[src/rtl/jk_seq_pkg.sv]
// Shared encodings, FSM states and the per-bit J/K decode used by the
// JK sequencer and its shadow bank.
package jk_seq_pkg;

    localparam logic [1:0] OP_HOLD   = 2'b00;
    localparam logic [1:0] OP_CLEAR  = 2'b01;
    localparam logic [1:0] OP_SET    = 2'b10;
    localparam logic [1:0] OP_TOGGLE = 2'b11;

    typedef enum logic [1:0] {
        ST_IDLE  = 2'd0,
        ST_SETUP = 2'd1,
        ST_PULSE = 2'd2,
        ST_DONE  = 2'd3
    } state_e;

    // Returns {j,k} for one flip-flop; unmasked bits and HOLD leave the bit alone.
    function automatic logic [1:0] jk_decode(input logic [1:0] op, input logic mask_bit);
        logic [1:0] jk;
        jk = 2'b00;
        if (mask_bit) begin
            case (op)
                OP_CLEAR:  jk = 2'b01;
                OP_SET:    jk = 2'b10;
                OP_TOGGLE: jk = 2'b11;
                default:   jk = 2'b00;
            endcase
        end
        return jk;
    endfunction

endpackage

[src/rtl/jk_shadow_bank.sv]
// Rising-edge twin of the downstream JK flip-flop bank: applies {j,k} to
// every bit whenever the update strobe is high.
module jk_shadow_bank #(
    parameter int WIDTH = 4
) (
    input  logic             clk,
    input  logic             reset,
    input  logic             upd_i,
    input  logic [WIDTH-1:0] j_i,
    input  logic [WIDTH-1:0] k_i,
    output logic [WIDTH-1:0] q_o
);

    logic [WIDTH-1:0] q_q, q_d;

    always_comb begin
        q_d = q_q;
        if (upd_i) begin
            for (int i = 0; i < WIDTH; i++) begin
                case ({j_i[i], k_i[i]})
                    2'b01:   q_d[i] = 1'b0;
                    2'b10:   q_d[i] = 1'b1;
                    2'b11:   q_d[i] = ~q_q[i];
                    default: q_d[i] = q_q[i];
                endcase
            end
        end
    end

    always_ff @(posedge clk) begin
        if (reset) q_q <= '0;
        else       q_q <= q_d;
    end

    assign q_o = q_q;

endmodule

[src/rtl/jk_seq_ctrl.sv]
// Command sequencer driving J/K/enable of a falling-edge JK flip-flop bank
// with timed enable bursts, plus a shadow copy of the bank state.
//
// state    | meaning
// ST_IDLE  | ready for a command
// ST_SETUP | j/k driven, enable low, one cycle of setup before first pulse
// ST_PULSE | enable high, one pulse per cycle until the counter reaches 0
// ST_DONE  | done pulse, aborted qualifies it
module jk_seq_ctrl
    import jk_seq_pkg::*;
#(
    parameter int WIDTH = 4,
    parameter int CNT_W = 4
) (
    input  logic             clk,
    input  logic             reset,
    input  logic             cmd_valid,
    output logic             cmd_ready,
    input  logic [1:0]       cmd_op,
    input  logic [WIDTH-1:0] cmd_mask,
    input  logic [CNT_W-1:0] cmd_repeat,
    input  logic             abort,
    output logic [WIDTH-1:0] j,
    output logic [WIDTH-1:0] k,
    output logic             enable,
    output logic             busy,
    output logic             done,
    output logic             aborted,
    output logic [WIDTH-1:0] shadow_q
);

    state_e           state_q, state_d;
    logic [1:0]       op_q, op_d;
    logic [WIDTH-1:0] mask_q, mask_d;
    logic [CNT_W-1:0] cnt_q, cnt_d;
    logic             aborted_q, aborted_d;
    logic             drive;
    logic [WIDTH-1:0] j_drv, k_drv;

    always_comb begin
        state_d   = state_q;
        op_d      = op_q;
        mask_d    = mask_q;
        cnt_d     = cnt_q;
        aborted_d = aborted_q;
        case (state_q)
            ST_IDLE: begin
                if (cmd_valid) begin
                    state_d   = ST_SETUP;
                    op_d      = cmd_op;
                    mask_d    = cmd_mask;
                    // Counter holds pulses-remaining minus 1, so all-ones repeat never wraps.
                    cnt_d     = cmd_repeat;
                    aborted_d = 1'b0;
                end
            end
            ST_SETUP: begin
                if (abort) begin
                    state_d   = ST_DONE;
                    aborted_d = 1'b1;
                end else if (op_q == OP_HOLD) begin
                    state_d = ST_DONE;
                end else begin
                    state_d = ST_PULSE;
                end
            end
            ST_PULSE: begin
                if (abort) begin
                    state_d   = ST_DONE;
                    aborted_d = 1'b1;
                end else if (cnt_q == '0) begin
                    state_d = ST_DONE;
                end else begin
                    cnt_d = cnt_q - 1'b1;
                end
            end
            default: state_d = ST_IDLE;
        endcase
    end

    always_ff @(posedge clk) begin
        if (reset) begin
            state_q   <= ST_IDLE;
            op_q      <= OP_HOLD;
            mask_q    <= '0;
            cnt_q     <= '0;
            aborted_q <= 1'b0;
        end else begin
            state_q   <= state_d;
            op_q      <= op_d;
            mask_q    <= mask_d;
            cnt_q     <= cnt_d;
            aborted_q <= aborted_d;
        end
    end

    // Outputs decode registered state only, so they move on rising edges alone.
    assign drive = (state_q == ST_SETUP) || (state_q == ST_PULSE);

    always_comb begin
        j_drv = '0;
        k_drv = '0;
        for (int i = 0; i < WIDTH; i++) begin
            {j_drv[i], k_drv[i]} = drive ? jk_decode(op_q, mask_q[i]) : 2'b00;
        end
    end

    assign j         = j_drv;
    assign k         = k_drv;
    assign enable    = (state_q == ST_PULSE);
    assign cmd_ready = (state_q == ST_IDLE);
    assign busy      = (state_q != ST_IDLE);
    assign done      = (state_q == ST_DONE);
    assign aborted   = (state_q == ST_DONE) && aborted_q;

    jk_shadow_bank #(.WIDTH(WIDTH)) u_shadow (
        .clk   (clk),
        .reset (reset),
        .upd_i (state_q == ST_PULSE),
        .j_i   (j_drv),
        .k_i   (k_drv),
        .q_o   (shadow_q)
    );

endmodule

[config.mk]
export PLATFORM = sky130hd
export DESIGN_NAME = jk_seq_ctrl
export DESIGN_NICKNAME = d
export VERILOG_FILES = /design/src/rtl/jk_seq_pkg.sv /design/src/rtl/jk_shadow_bank.sv /design/src/rtl/jk_seq_ctrl.sv
export SDC_FILE = /design/constraint.sdc
export NUM_CORES = 1
export LEC_CHECK = 0
export BUFFER_PORTS_ARGS = -buffer_cell sky130_fd_sc_hd__clkbuf_2
export CORE_MARGIN = 3
export CORE_UTILIZATION = 35
export DETAILED_ROUTE_END_ITERATION = 16
export SYNTH_ARGS = -nofsm -noshare
export SYNTH_HDL_FRONTEND = slang
export SYNTH_SLANG_ARGS = --single-unit
[constraint.sdc]
create_clock -name clk -period 1.6 [get_ports clk]
set_clock_uncertainty 0.15 [all_clocks]
set_input_delay 0.16 -clock clk [delete_from_list [all_inputs] [get_ports clk]]
set_output_delay 0.16 -clock clk [all_outputs]
set_load 0.005 [all_outputs]
# Yosys cells after proc, flatten, opt, wreduce, memory -nomap -nowiden

Cells that the tools add are included.

Output and inout port bits: 17
Logic and storage cells: 84
Bits of input ports: 14
Register bits: 17

Equal/unequal tests: 23
Add/subtract/negate cells: 1
Reductions and logical operators: 21
Bitwise operators: 4
Muxes and demuxes: 26

Operator list:

| cell                                                                     | count |
|---|---|
| 2-bit == test (second input constant)                                    | 12 |
| 2-bit 2-to-1 mux                                                         | 11 |
| 2-bit by 1-bit == test with 1-bit output (second input constant)         | 6 |
| 4-bit 2-to-1 mux                                                         | 3 |
| 1-bit case mux with 3 select lines                                       | 4 |
| 2-bit case mux with 3 select lines                                       | 2 |
| 2-bit AND reduction                                                      | 6 |
| 3-bit nonzero test                                                       | 4 |
| 4-bit case mux with 2 select lines                                       | 1 |
| 2-bit inequality test (second input constant)                            | 3 |
| 2-bit nonzero test                                                       | 3 |
| 2-bit zero test                                                          | 2 |
| 4-bit zero test                                                          | 1 |
| 1-bit 2-to-1 mux                                                         | 4 |
| 1-bit NOT                                                                | 4 |
| 4-bit AND reduction                                                      | 1 |
| 4-bit by 1-bit subtractor with 4-bit output (second input constant)      | 1 |
| 3-bit by 2-bit inequality test with 1-bit output (second input constant) | 1 |
| 3-bit AND reduction                                                      | 1 |
| 2-bit by 1-bit inequality test with 1-bit output (second input constant) | 1 |
| 1-bit case mux with 2 select lines                                       | 1 |
| 2-bit OR reduction                                                       | 1 |
| 1-bit logical AND                                                        | 1 |
| 1-bit logical OR                                                         | 1 |

# Logic depth before layout (Yosys ltp)

Depth in word-level cells: 7
Mapped depth: 7
Depth with buffers taken out: 6

# Hierarchy

From an unflattened synthesis, not the netlist that was laid out.

Cells, all modules: 108
Area total of the unflattened synthesis: 953.4 µm²

Modules (own cells, without submodules):

| module         | sequential area each (µm²) | cells an instance | area each (µm²) | instances |
|---|---|---|---|---|
| jk_seq_ctrl    | 260.2                      | 91                | 772.0           | 1 |
| jk_shadow_bank | 80.1                       | 17                | 181.4           | 1 |

# Least setup slack after synthesis

Ideal clock, no wire load.

Kind: register to register
Start: register state_q[0]
End: register cnt_q[0]
Data required time: 1.358 ns
Library setup time: 0.092 ns
Arrival: 1.447 ns
Period minus slack after synthesis: 1.689 ns
Setup slack: -0.089 ns
Stages on the path, launching flop included: 8
Buffers on the path: 1
Cell sequence: dfxtp_1 -> inv_1 -> ha_1 -> buf_2 -> or2_4 -> nand4_4 -> a21oi_1 -> o32ai_1

Cells in the longest elaborated chain, start to end: 3
Elaborated cells between the ends (all ways): 8
Those cells by class: eq/ne (4); mux (1); reduce/logical (3)

Ends and longest elaborated chain:

| item                                                                         | RTL line          | source |
|---|---|---|
| start, declared                                                              | jk_seq_ctrl.sv:32 | `state_e state_q, state_d;` |
| start signal, assigned                                                       | jk_seq_ctrl.sv:89 | `state_q <= state_d;` |
| 2-bit zero test *                                                            | --                |  |
| net cmd_ready                                                                | jk_seq_ctrl.sv:18 | `output logic cmd_ready,` |
| 2-bit inequality test (no line) / 2-bit nonzero test (equally long branches) | --                |  |
| 4-bit AND reduction (no line)                                                | --                |  |
| end signal, assigned                                                         | jk_seq_ctrl.sv:92 | `cnt_q <= cnt_d;` |
| end, declared                                                                | jk_seq_ctrl.sv:35 | `logic [CNT_W-1:0] cnt_q, cnt_d;` |

The timed path passes the listed nets; every way through them passes the cells marked *.
A chain may end at the register's enable or synchronous reset.

# Worst setup path in the final report

Start: register state_q[0]
End: output j[3]

Cells in the longest elaborated chain, start to end: 3
Elaborated cells between the ends (all ways): 4
Those cells by class: eq/ne (2); mux (1); reduce/logical (1)

Ends and longest elaborated chain:

| item                                                                             | RTL line           | source |
|---|---|---|
| 2-bit by 1-bit == test with 1-bit output / 2-bit == test (equally long branches) | jk_seq_ctrl.sv:98  | `assign drive = (state_q == ST_SETUP) \|\| (state_q == ST_PULSE);` |
| 1-bit logical OR *                                                               | jk_seq_ctrl.sv:98  |  |
| 2-bit 2-to-1 mux *                                                               | jk_seq_ctrl.sv:104 | `{j_drv[i], k_drv[i]} = drive ? jk_decode(op_q, mask_q[i]) : 2'b00;` |
| end, declared                                                                    | jk_seq_ctrl.sv:23  | `output logic [WIDTH-1:0] j,` |

Every way passes the cells marked *; elsewhere a longest branch is shown, timed or not.

==> results_dict.tcl <==
set metrics [dict create \
    cp.required_ps 1290 \
    htree_levels 1 \
    antenna_found_initial 0 \
    arrival_ps 1340 \
    synth_top_area_share_pct 35.2 \
    gp_congestion 0.742 \
    cts_buffers 3 \
    dieArea_sq_mm 0.00343 \
    synth_cell_types 33 \
    fp-row-count 18 \
    syn_nets 137 \
    grt_use_met2_pct 26.5 \
    ys_seq_area_share_pct 35.2 \
    worst_hold_slack_ps 29.2 \
    clock-root-buffer "clkbuf_4" \
    violations "negative setup slack" \
    cts_buffer_depth 2 \
    period_needed_ps 1650 \
    io_pins 31 \
    die-width_um 58.6 \
    finalSetupTns_ps -316 \
    synth_warnings 0 \
    vias 979 \
    grt_max_degree 19 \
    slew_viol_final 0 \
    rsz0062_at_grt "true" \
    fin_nets 183 \
    synthArstFlopShare_pct 0 \
    yosys.area.top_type "dfxtp_1" \
    power_per_cell_area_mw_per_mm2 1710 \
    area_delta_synth_final_pct 43.9 \
    antenna_left 0 \
    dpl.hpwl_um 1740 \
    cts_tree "yes" \
    crit_path_end_kind "output port" \
    setup.worst_path.class "reg2out" \
    startpoint_type "flip-flop" \
    grt.met3_usage_pct 4.17 \
    holdCritPathClass "in2reg" \
    vdd_drop_max_v 0.00116 \
    finalWorstSetupSlack_ps -51.2 \
    finalHoldViolations 0 \
    synthTopCellsByArea "dfxtp_1 35%, ha_1 7.8%, a21oi_1 7.2%" \
    drtPass1Iterations 4 \
    route.detailed.drc 0 \
    final.period_utilization_pct 103 \
    die_height_um 58.6 \
    syn_inst 117 \
    synth-seq-cells 17 \
    antenna_cells 0 \
    groute.layer.met1.usage_pct 18.5 \
    drtIter0Drc 30 \
    grt_usage_pct 15.5 \
    start_util_pct 38.0 \
    mappedNetlistArea_sq_um 967 \
    worst_pin_slew_ps 418 \
    wl_per_cell_um 13.7 \
    busiest_layer "met2" \
    core-area_sq_mm 0.00254 \
    cap_violations 0 \
    clock-sinks 17 \
    synth-edff-count 0 \
    io_buffer_count 30 \
    clkTransAtPathRegs_ps 110 \
    crit_fanout 6 \
    p_leak_nw 0.626 \
    max_freq_mhz 606 \
    drive_gt1_share_pct 40.7 \
    relSlewSlack_pct 72.1 \
    outcome "complete, but fails checks" \
    avgViaCountPerCell 5.10 \
    wl_um 2630 \
    gr-total-overflow 0 \
    synth_ff_type "dfxtp_1" \
    grt_pass1_wl_um 4080 \
    clk_latency_ps 300 \
    setup_violations 9 \
    avgSynthCellArea_sq_um 8.27 \
    grt_pass1_vias 942 \
]
[synthesized netlist by cell type, drive strengths merged (2+ instances only)]
library cell,count
nand3,6
nand3b,3
xnor2,2
inv,5
o21ai,3
clkbuf,3
and3,10
a21oi,16
ha,6
a211o,2
nand2,18
buf,3
a211oi,2
nor2,6
nor3,2
nand2b,2
dfxtp,17
[logic make-up after synthesis]
family	synth area share (%)
multiplexers	1.03
AO/OA/AOI/OAI	16.9
buffers and inverters	5.56
XOR/XNOR	1.81
adder cells (fa/ha/maj)	7.76
AND/OR/NAND/NOR	31.7
flip-flops	35.2
[state kept, by name (all words and copies together), names as in the netlist]
register and flops:
aborted_q 1, cnt_q 4, mask_q 4, op_q 2, state_q 2, u_shadow.q_o 4
[placed cells by master (no fill, tap or decap), types with 2 or more instances in the layout]
master / synthesis / layout
o21ai_0: 2 / 2
a211o_1: 2 / 2
ha_4: 0 / 3
and3_4: 0 / 2
nand2_1: 18 / 18
inv_2: 0 / 3
dfxtp_2: 0 / 2
a21oi_2: 2 / 2
buf_2: 1 / 2
and3_1: 10 / 7
nand3b_1: 3 / 3
ha_1: 6 / 3
buf_6: 0 / 4
dfxtp_1: 17 / 15
dlygate4sd3_1: 0 / 6
xnor2_1: 2 / 2
nand3_1: 6 / 6
clkbuf_2: 0 / 26
clkbuf_4: 0 / 3
nor2_1: 6 / 6
a21oi_1: 14 / 14
buf_4: 2 / 8
[where the power goes]
part	switching [mW]	total [mW]	internal [mW]
clock network	0.142	0.235	0.0931
registers	0.127	0.658	0.530
logic	0.688	1.48	0.796
total	0.958	2.38	1.42
[through the flow]
stage | utilization (%) | power, mW | area (sq um) | instances | worst slack, ps
after CTS | 50.3 | 2.04 | 1280 | 187 | -26.4
final | 54.7 | 2.38 | 1390 | 192 | -51.2
after global routing | 54.7 | 2.56 | 1390 | 192 | -110
after floorplan | - | 1.42 | 981 | 117 | 13.5
after global placement | 45.9 | 1.67 | 1170 | 176 | 14.2
after detailed placement | 45.9 | 1.71 | 1170 | 176 | -28.0
[layer usage]
layer / wire, um / part of all wire [%]
met5: 0 / 0
met4: 23 / 0.87
met3: 124 / 4.7
met2: 1300 / 49
met1: 1190 / 45
[final cells by class]
type	count	area, sq um
fillers	246	1150
multi-input cells	88	633
flip-flops and latches	17	343
repair buffers	47	325
well taps	30	37.5
inverters	6	25.0
clock buffers	3	22.5
clock inverters	1	5.00
[what timing repair did]
item                       CTS  global route
resized for setup            3            20
hold buffers                 6             0
gates cloned                 0             0
setup endpoints to repair   12            16
buffers inserted             2             5
pin swaps                    1             6
hold endpoints to repair     6             0
[critical path: stages, from the launching register on]
cell and delay, ps:
dfxtp_2 360, inv_4 50, ha_4 270, buf_12 110
and3_4 170, buf_6 90
[worst paths after layout]
check / from / to / slack, ps / cells past startpoint
hold reg to reg: u_shadow.q_o[0] / u_shadow.q_o[0] / 320 / 2
setup / recovery: state_q[0] / j[3] / -50 / 5
hold / removal: cmd_repeat[0] / cnt_q[0] / 30 / 3
setup reg to reg: state_q[1] / cnt_q[3] / 0 / 6
(Power assumes the default switching activity.)
